$ cat src/rtl/gpu_sched_pkg.sv
// Shared types for the GPU block scheduler: top-level and per-core state
// encodings plus the width of the per-core thread count.
package gpu_sched_pkg;

    typedef enum logic [1:0] {
        ST_IDLE,
        ST_RUN,
        ST_DONE,
        ST_ABORT
    } top_state_t;

    typedef enum logic [1:0] {
        CORE_FREE,
        CORE_ARMED,
        CORE_RUNNING
    } core_state_t;

    // Wide enough to hold a full block count (TPB itself, not TPB-1).
    function automatic int unsigned core_tc_bits(input int unsigned tpb);
        return $clog2(tpb) + 1;
    endfunction

endpackage

$ cat src/rtl/rr_free_picker.sv
// Combinational round-robin search: grants the first free core at or after
// the pointer, wrapping around the core index space.
module rr_free_picker #(
    parameter int unsigned NUM_CORES = 2,
    parameter int unsigned PTR_BITS  = 1
) (
    input  logic [NUM_CORES-1:0] free,
    input  logic [PTR_BITS-1:0]  ptr,
    output logic [NUM_CORES-1:0] grant,
    output logic                 valid
);

    logic [PTR_BITS-1:0] idx;

    always_comb begin
        grant = '0;
        valid = 1'b0;
        idx   = '0;
        for (int unsigned i = 0; i < NUM_CORES; i++) begin
            idx = PTR_BITS'((32'(ptr) + i) % NUM_CORES);
            if (!valid && free[idx]) begin
                grant[idx] = 1'b1;
                valid      = 1'b1;
            end
        end
    end

endmodule

$ cat src/rtl/gpu_block_scheduler.sv
// Kernel dispatcher: splits a kernel into thread blocks and issues each block
// to the next free core in round-robin order, with abort and retirement count.
module gpu_block_scheduler
    import gpu_sched_pkg::*;
#(
    parameter int unsigned NUM_CORES         = 2,
    parameter int unsigned THREADS_PER_BLOCK = 4,
    parameter int unsigned THREAD_COUNT_BITS = 8,
    parameter int unsigned BLOCK_ID_BITS     = 8
) (
    input  logic                                                         clk,
    input  logic                                                         reset,
    input  logic                                                         start,
    input  logic                                                         abort,
    input  logic [THREAD_COUNT_BITS-1:0]                                 thread_count,
    input  logic [NUM_CORES-1:0]                                         core_done,
    output logic [NUM_CORES-1:0]                                         core_start,
    output logic [NUM_CORES-1:0]                                         core_reset,
    output logic [NUM_CORES-1:0][BLOCK_ID_BITS-1:0]                      core_block_id,
    output logic [NUM_CORES-1:0][core_tc_bits(THREADS_PER_BLOCK)-1:0]    core_thread_count,
    output logic                                                         busy,
    output logic                                                         done,
    output logic [THREAD_COUNT_BITS-1:0]                                 blocks_done
);

    localparam int unsigned CORE_TC_BITS = core_tc_bits(THREADS_PER_BLOCK);
    localparam int unsigned TPB_LOG2     = $clog2(THREADS_PER_BLOCK);
    localparam int unsigned PTR_BITS     = (NUM_CORES > 1) ? $clog2(NUM_CORES) : 1;
    localparam logic [THREAD_COUNT_BITS-1:0] TPB_W = THREAD_COUNT_BITS'(THREADS_PER_BLOCK);

    top_state_t                   state_q, state_d;
    core_state_t                  core_state_q [NUM_CORES];
    logic [THREAD_COUNT_BITS-1:0] tc_q;
    logic [THREAD_COUNT_BITS-1:0] total_q;
    logic [THREAD_COUNT_BITS-1:0] next_q;
    logic [PTR_BITS-1:0]          ptr_q;

    logic [NUM_CORES-1:0]         free_mask;
    logic [NUM_CORES-1:0]         grant;
    logic                         grant_valid;
    logic [PTR_BITS-1:0]          grant_idx;
    logic [PTR_BITS-1:0]          ptr_next;
    logic [NUM_CORES-1:0]         retire;
    logic [THREAD_COUNT_BITS-1:0] retire_cnt;
    logic [THREAD_COUNT_BITS-1:0] remain;
    logic [CORE_TC_BITS-1:0]      issue_count;
    logic [THREAD_COUNT_BITS-1:0] launch_total;
    logic                         launch;
    logic                         abort_hit;
    logic                         issue;

    rr_free_picker #(
        .NUM_CORES (NUM_CORES),
        .PTR_BITS  (PTR_BITS)
    ) u_picker (
        .free  (free_mask),
        .ptr   (ptr_q),
        .grant (grant),
        .valid (grant_valid)
    );

    assign launch    = (state_q == ST_IDLE) && start && !abort;
    assign abort_hit = abort && ((state_q == ST_RUN) || (state_q == ST_DONE));
    assign issue     = (state_q == ST_RUN) && !abort && (next_q < total_q) && grant_valid;
    assign busy      = (state_q == ST_RUN) || (state_q == ST_ABORT);
    assign done      = (state_q == ST_DONE);

    // Ceiling division written as quotient + remainder-nonzero so it cannot
    // overflow for thread counts near the top of the range.
    assign launch_total = (thread_count >> TPB_LOG2)
                        + THREAD_COUNT_BITS'((thread_count & (TPB_W - 1'b1)) != '0);

    assign remain      = tc_q - (next_q << TPB_LOG2);
    assign issue_count = (remain >= TPB_W) ? CORE_TC_BITS'(THREADS_PER_BLOCK)
                                           : remain[CORE_TC_BITS-1:0];

    always_comb begin
        free_mask  = '0;
        retire     = '0;
        retire_cnt = '0;
        grant_idx  = '0;
        for (int unsigned c = 0; c < NUM_CORES; c++) begin
            free_mask[c] = (core_state_q[c] == CORE_FREE);
            retire[c]    = (state_q == ST_RUN) && (core_state_q[c] == CORE_RUNNING) && core_done[c];
            retire_cnt   = retire_cnt + THREAD_COUNT_BITS'(retire[c]);
            if (grant[c]) begin
                grant_idx = PTR_BITS'(c);
            end
        end
        ptr_next = (grant_idx == PTR_BITS'(NUM_CORES - 1)) ? '0 : grant_idx + 1'b1;
    end

    always_comb begin
        state_d = state_q;
        unique case (state_q)
            ST_IDLE:  if (start && !abort) state_d = ST_RUN;
            ST_RUN: begin
                if (abort)                        state_d = ST_ABORT;
                else if (blocks_done == total_q)  state_d = ST_DONE;
            end
            ST_DONE: begin
                if (abort)       state_d = ST_ABORT;
                else if (!start) state_d = ST_IDLE;
            end
            ST_ABORT: state_d = ST_IDLE;
            default:  state_d = ST_IDLE;
        endcase
    end

    always_ff @(posedge clk or negedge reset) begin
        if (!reset) begin
            state_q <= ST_IDLE;
        end else begin
            state_q <= state_d;
        end
    end

    always_ff @(posedge clk or negedge reset) begin
        if (!reset) begin
            tc_q        <= '0;
            total_q     <= '0;
            next_q      <= '0;
            ptr_q       <= '0;
            blocks_done <= '0;
        end else if (launch) begin
            tc_q        <= thread_count;
            total_q     <= launch_total;
            next_q      <= '0;
            ptr_q       <= '0;
            blocks_done <= '0;
        end else if (!abort_hit) begin
            blocks_done <= blocks_done + retire_cnt;
            if (issue) begin
                next_q <= next_q + 1'b1;
                ptr_q  <= ptr_next;
            end
        end
    end

    // A FREE core drops core_reset every cycle unless it is re-issued, which
    // makes both the retire and issue resets single-cycle pulses.
    always_ff @(posedge clk or negedge reset) begin
        if (!reset) begin
            core_start        <= '0;
            core_reset        <= '0;
            core_block_id     <= '0;
            core_thread_count <= '0;
            for (int unsigned c = 0; c < NUM_CORES; c++) begin
                core_state_q[c] <= CORE_FREE;
            end
        end else begin
            for (int unsigned c = 0; c < NUM_CORES; c++) begin
                if (abort_hit) begin
                    core_state_q[c] <= CORE_FREE;
                    core_start[c]   <= 1'b0;
                    core_reset[c]   <= 1'b1;
                end else begin
                    unique case (core_state_q[c])
                        CORE_FREE: begin
                            if (issue && grant[c]) begin
                                core_state_q[c]      <= CORE_ARMED;
                                core_reset[c]        <= 1'b1;
                                core_block_id[c]     <= BLOCK_ID_BITS'(next_q);
                                core_thread_count[c] <= issue_count;
                            end else begin
                                core_reset[c] <= 1'b0;
                            end
                        end
                        CORE_ARMED: begin
                            core_state_q[c] <= CORE_RUNNING;
                            core_reset[c]   <= 1'b0;
                            core_start[c]   <= 1'b1;
                        end
                        CORE_RUNNING: begin
                            if (retire[c]) begin
                                core_state_q[c] <= CORE_FREE;
                                core_start[c]   <= 1'b0;
                                core_reset[c]   <= 1'b1;
                            end
                        end
                        default: core_state_q[c] <= CORE_FREE;
                    endcase
                end
            end
        end
    end

endmodule

$ cat config.mk
export PLATFORM = sky130hd
export DESIGN_NAME = gpu_block_scheduler
export DESIGN_NICKNAME = d
export VERILOG_FILES = /design/src/rtl/gpu_sched_pkg.sv /design/src/rtl/rr_free_picker.sv /design/src/rtl/gpu_block_scheduler.sv
export SDC_FILE = /design/constraint.sdc
export NUM_CORES = 1
export LEC_CHECK = 0
export ABC_AREA = 1
export ABC_CLOCK_PERIOD_IN_PS = 3030
export BUFFER_PORTS_ARGS = -buffer_cell sky130_fd_sc_hd__buf_4
export CAP_MARGIN = 10
export CORE_UTILIZATION = 60
export CTS_BUF_LIST = sky130_fd_sc_hd__clkbuf_8
export DETAILED_ROUTE_END_ITERATION = 8
export GPL_TIMING_DRIVEN = 1
export PLACE_DENSITY = 0.85
export REMOVE_ABC_BUFFERS = 1
export SLEW_MARGIN = 20
export SYNTH_ARGS = -nofsm -noshare
export SYNTH_HDL_FRONTEND = slang
export SYNTH_SLANG_ARGS = --single-unit
$ cat constraint.sdc
create_clock -name clk -period 3.03 [get_ports clk]
set_input_delay 0.606 -clock clk [delete_from_list [all_inputs] [get_ports clk]]
set_output_delay 0.606 -clock clk [all_outputs]
set_load 0.02 [all_outputs]
# Word level (Yosys, flattened, before mapping)
# Index checks and enable logic that the tools add are counted.
[word_totals]
in_bits = 14
ff_bits = 65
output_inout_bits = 36
wordCells = 137
[classes]
n_bitwise = 2
mux = 51
addsub = 7
n_lt_le_gt_ge = 6
reduce_logical = 39
n_eq_ne = 16
[ops]
columns = ["cell", "count"]
rows = [
  ["2-to-1 mux 8 bit", 5],
  ["2-to-1 mux 2 bit", 13],
  ["2-to-1 mux 1 bit", 23],
  ["logical AND 1 bit", 16],
  ["AND reduction 2 bit", 7],
  ["one-hot mux 2 bit (3 select lines)", 2],
  ["!= test 3 bit, second input constant", 3],
  ["AND reduction 3 bit", 3],
  ["adder 8 x 1 -> 8 bit, second input constant", 1],
  ["adder 8 x 2 -> 8 bit", 1],
  ["== test 2 bit, second input constant", 4],
  ["== test 8 bit", 1],
  ["greater-or-equal comparator 8 x 3 -> 1 bit, second input constant", 1],
  ["less-than comparator 8 bit", 1],
  ["one-hot mux 2 bit (4 select lines)", 1],
  ["nonzero test 4 bit", 2],
  ["nonzero test 8 bit", 1],
  ["subtractor 8 bit", 1],
  ["adder 6 x 1 -> 7 bit", 1],
  ["== test 2 x 1 -> 1 bit, second input constant", 3],
  ["zero test 2 bit", 3],
  ["!= test 3 x 1 -> 1 bit, second input constant", 2],
  ["one-hot mux 1 bit (3 select lines)", 2],
  ["nonzero test 3 bit", 2],
  ["15 further kinds", 22],
]

# Logic depth before layout (Yosys ltp)
[depth]
word_depth = 13
depth_mapped = 15
ltp_nobuf = 14

# Modules after synthesis
# Synthesis repeated with hierarchy kept, for this count alone.
[unflattened]
cells_unflattened = 448
hier_area_um2 = 3651.0
[by_module_without_submodules]
columns = ["module", "seq_area_each_um2", "instances", "cells_each", "area_each_um2"]
rows = [
  ["gpu_block_scheduler", 1601.5, 1, 442, 3626.0],
  ["rr_free_picker", 0.0, 1, 6, 25.0],
]

# Least setup slack after synthesis
# No wires, ideal clock.
[synth_timing]
path_kind = "register to register"
start = "register state_q[1]"
end = "register blocks_done[7]"
path_slack_ps = 831
required_time_ps = 2897
arrival_ps = 2065
path_buffers = 0
synth_period_minus_slack_ps = 2199
stages_incl_launch_ff = 12
setup_time_ps = 133
cell_sequence = "dfrtp_1 inv_1 ha_1 nand3_1 fa_1 inv_1 nand3_1 nor3b_1 nand2_1 nor2_1 and3_1 nor3_1"
[synth_via]
elab_chain_len = 7
word_cells_on_any_way = 16
cone_classes = "add/sub (2); eq/ne (3); mux (2); reduce/logical (9)"
[synth_rtl]
columns = ["element", "line", "source"]
rows = [
  ["start: declaration", "gpu_block_scheduler.sv:31", "top_state_t state_q, state_d;"],
  ["start signal: assignment", "gpu_block_scheduler.sv:114", "state_q <= state_d;"],
  ["== test 2 x 1 -> 1 bit", "gpu_block_scheduler.sv:63, gpu_block_scheduler.sv:84", ""],
  ["logical AND 1 bit (2 in series)", "gpu_block_scheduler.sv:84", "retire[c] = (state_q == ST_RUN) && (core_state_q[c] == CORE_RUNNING) && core_done[c];"],
  ["adder 1 x 1 -> 2 bit", "gpu_block_scheduler.sv:85", "retire_cnt = retire_cnt + THREAD_COUNT_BITS'(retire[c]);"],
  ["adder 8 x 2 -> 8 bit", "gpu_block_scheduler.sv:132", "blocks_done <= blocks_done + retire_cnt;"],
  ["2-to-1 mux 8 bit", "gpu_block_scheduler.sv:131", "end else if (!abort_hit) begin"],
  ["2-to-1 mux 8 bit", "gpu_block_scheduler.sv:125", "end else if (launch) begin"],
  ["end signal: assignment", "gpu_block_scheduler.sv:132", ""],
  ["end: declaration", "gpu_block_scheduler.sv:23", "output logic [THREAD_COUNT_BITS-1:0] blocks_done"],
]
# Parallel ways exist; a longest one is shown, timed or not. The select of a mux whose other input is x is not followed.
# A chain may end at the register's enable or synchronous reset.

# Worst setup path after layout
# Same ends and word-level chain as after synthesis.

==> flow_metrics.py <==
metrics = {
    "job": {
        "maxCapViolCount": 0,
    },
    "timing": {
        "rsz0062_at_grt": "no",
        "fmax_ghz": 0.3911,
        "tightestPinTransition_ns": 0.7938,
        "maxSlewViolCount": 0,
        "period_share": 0.8439,
        "period_minus_slack_ns": 2.557,
        "finalHoldViolCount": 0,
        "finalSetupViolations": 0,
        "hold_slack_ns": 0.3584,
        "slew_headroom": 0.4708,
        "fin_setup_tns_ns": 0,
        "skew_ns": 0.01075,
    },
    "worst_setup_path": {
        "rr_endpoint": "blocks_done[7]$_DFFE_PN0P_",
        "crit_type": "register to register",
        "start_kind": "register",
        "endpoint_kind": "register",
        "critPathRequiredTime_ns": 3.27,
        "r2r_start": "state_q[1]$_DFFE_PN0P_",
        "rr_worst_depth": 11,
        "cp_data_arrival_time_ns": 2.80,
        "reg2reg_slack_ns": 0.47,
        "critPathMaxFanout": 6,
    },
    "detailed_routing": {
        "viasPerCell": 5.443,
        "ant_nets": 0,
        "wl_per_cell_um": 14.09,
        "drtIter0Drc": 141,
        "dr.pass1.iters": 4,
        "num_vias": 3070,
        "drc": 0,
        "wl_um": 7947,
        "wirelength_met1_um": 3600,
        "routed.top_layer": "met4",
        "wl_met3_um": 371,
        "wl_met2_um": 3867,
    },
    "yosys": {
        "synth_area_leaders": "dfrtp_1, nand2_1, ha_1, inv_1, o21ai_0",
        "yosysSeqAreaShare": 0.4434,
        "synth_area_leader_cell": "dfrtp_1",
        "yosysUniqueCellTypes": 39,
        "netlist_instances": 433,
        "ys_top_cells_by_count": "nand2_1, dfrtp_1, inv_1",
        "synth_top_area_frac": 0.4434,
        "yosys_register_bits": 64,
        "yosysMostFrequentCell": "nand2_1",
        "yosysWarnings": 0,
        "syn-cell-area_um2": 3612,
        "synth_edf_count": 0,
        "synthArstFlopShare": 1.000,
        "avgSynthCellArea_um2": 8.342,
        "synth_flop_cell": "dfrtp_1",
    },
    "min_path": {
        "hold_class": "input port to async pin",
    },
    "floorplanning": {
        "core_area_um2": 5642,
        "initial_core_util": 0.6403,
        "die_h_um": 79.59,
        "core.rowCount": 27,
        "die_w_um": 79.59,
        "fp.dieArea_um2": 6335,
        "ios": 50,
    },
    "power_and_ir_drop": {
        "powerDensity_nw_per_um2": 999.9,
        "seq_power_share": 0.321,
        "p_clk_frac": 0.191,
        "switching_power_mw": 1.860,
        "internal_power_mw": 2.402,
        "leakage_nw": 2.283,
        "swShare": 0.4365,
        "pwr-share-comb": 0.488,
        "ir_drop_mv": 0.5866,
    },
    "clocking": {
        "cts_buffer_depth": 2,
        "cts_tree": "done",
        "postCtsResizedCells": 0,
        "holdBufCountCts": 0,
        "cts-htree-levels": 3,
        "cts_num_sinks": 64,
        "cts_inserted_buffers": 9,
        "clk_pin_slew_ns": 0.07,
        "cts_setup_buffers": 0,
        "clock-root-buffer": "clkbuf_8",
        "clk_latency_ns": 0.34,
    },
    "global_routing": {
        "grt_overflow": 0,
        "grt_pass1_wl_um": 13540,
        "grt_max_degree": 65,
        "grt_use_total": 0.2800,
        "antenna_found_initial": 0,
        "grt_pass1_vias": 3081,
    },
    "final_layout": {
        "diodes": 0,
        "fin_nets": 530,
        "fin_area_um2": 4263,
        "drive_gt1_frac": 0.1728,
        "area_growth_syn_to_layout_pct": 18.01,
    },
    "place": {
        "placed_area_um2": 4041,
        "io_buffer_count": 49,
        "dp_hpwl_um": 5615,
        "gp_congestion": 0.9090,
    },
    "outcome": {
        "status": "finished, final reports clean",
    },
}
-- sequential cells by signal, summed over array words and instances, names as in the netlist, 2 cells and up --
| signal | cells |
|---|---|
| core_block_id | 16 |
| next_q | 8 |
| blocks_done | 8 |
| total_q | 7 |
| core_reset | 2 |
| state_q | 2 |
| core_thread_count | 6 |
| core_state_q | 4 |
| tc_q | 8 |
| core_start | 2 |
-- metal layers --
| layer | GRT usage | up-vias |
|---|---|---|
| met2 | 0.4615 | 77 |
| met3 | 0.04571 | 11 |
| met4 | 0.1236 | 0 |
| li1 | - | 1508 |
| met1 | 0.3621 | 1474 |
| met5 | 0 | - |
-- final cells by class --
type	instances	area, µm²
clock buffers	10	137.6
inverters	64	242.7
repair buffers	51	382.9
well taps	72	90.09
fillers	410	1379
flip-flops and latches	64	1602
clock inverters	6	83.83
multi-input cells	297	1724
-- stage by stage --
stage               utilization  power, mW  worst slack (ns)  instances
floorplan                     -      2.784            0.7931        425
global placement         0.7163      3.308            0.6682        548
detailed placement       0.7163      3.419            0.5044        548
CTS                      0.7556      4.267            0.4830        564
global route             0.7556      4.617            0.2122        564
finish                   0.7556      4.262            0.4729        564
-- power by group through the flow --
| stage | clock network (mW) | logic [mW] | registers, mW |
|---|---|---|---|
| after global routing | 0.861 | 2.35 | 1.40 |
| after CTS | 0.823 | 2.08 | 1.36 |
| after detailed placement | 0 | 2.05 | 1.37 |
| final | 0.815 | 2.08 | 1.37 |
| after global placement | 0 | 1.94 | 1.36 |
| after floorplan | 0 | 1.29 | 1.49 |
-- how the worst max path moves through the flow --
stage,from,cells past startpoint,to
global placement,state_q[1]$_DFFE_PN0P_,11,blocks_done[7]$_DFFE_PN0P_
global route,state_q[1]$_DFFE_PN0P_,11,blocks_done[7]$_DFFE_PN0P_
CTS,state_q[1]$_DFFE_PN0P_,11,blocks_done[7]$_DFFE_PN0P_
finish,state_q[1]$_DFFE_PN0P_,11,blocks_done[7]$_DFFE_PN0P_
detailed placement,state_q[1]$_DFFE_PN0P_,11,blocks_done[7]$_DFFE_PN0P_
floorplan,state_q[0]$_DFFE_PN0P_,8,total_q[5]$_DFFE_PN0P_
-- cell usage in the layout, fill, tap and decap left out, types with 7 or more instances in the layout --
master | synthesis | routed
nor3_1 | 7 | 7
inv_1 | 60 | 61
nand4_1 | 9 | 9
clkbuf_8 | 0 | 10
nand2_1 | 116 | 116
a21oi_1 | 15 | 15
xor2_1 | 10 | 10
nand3_1 | 28 | 28
o21ai_2 | 7 | 7
ha_1 | 27 | 27
buf_4 | 1 | 51
nor2_1 | 19 | 19
o21ai_0 | 29 | 29
dfrtp_1 | 64 | 64
-- cell families (layout without fill, tap and decap cells) --
| group | count (synthesis) | after routing | synth area share |
|---|---|---|---|
| multiplexers | 1 | 1 | 0.002771 |
| buffers and inverters | 72 | 131 | 0.07932 |
| flip-flops | 64 | 64 | 0.4434 |
| AND/OR/NAND/NOR | 195 | 195 | 0.2459 |
| adder cells (fa/ha/maj) | 29 | 29 | 0.1046 |
| AO/OA/AOI/OAI | 61 | 61 | 0.09733 |
| XOR/XNOR | 11 | 11 | 0.02667 |
-- worst max-delay path, cell delays in order, from the launching register on --
cell and delay (ns):
dfrtp_1 0.41, inv_1 0.14, ha_1 0.27, nand3_1 0.19, fa_1 0.45, inv_1 0.09, nand3_1 0.10, nor3b_1 0.27
nand2_1 0.13, nor2_1 0.14, a21oi_1 0.08, nor3_1 0.20
Power figures use the tool's default switching activity.
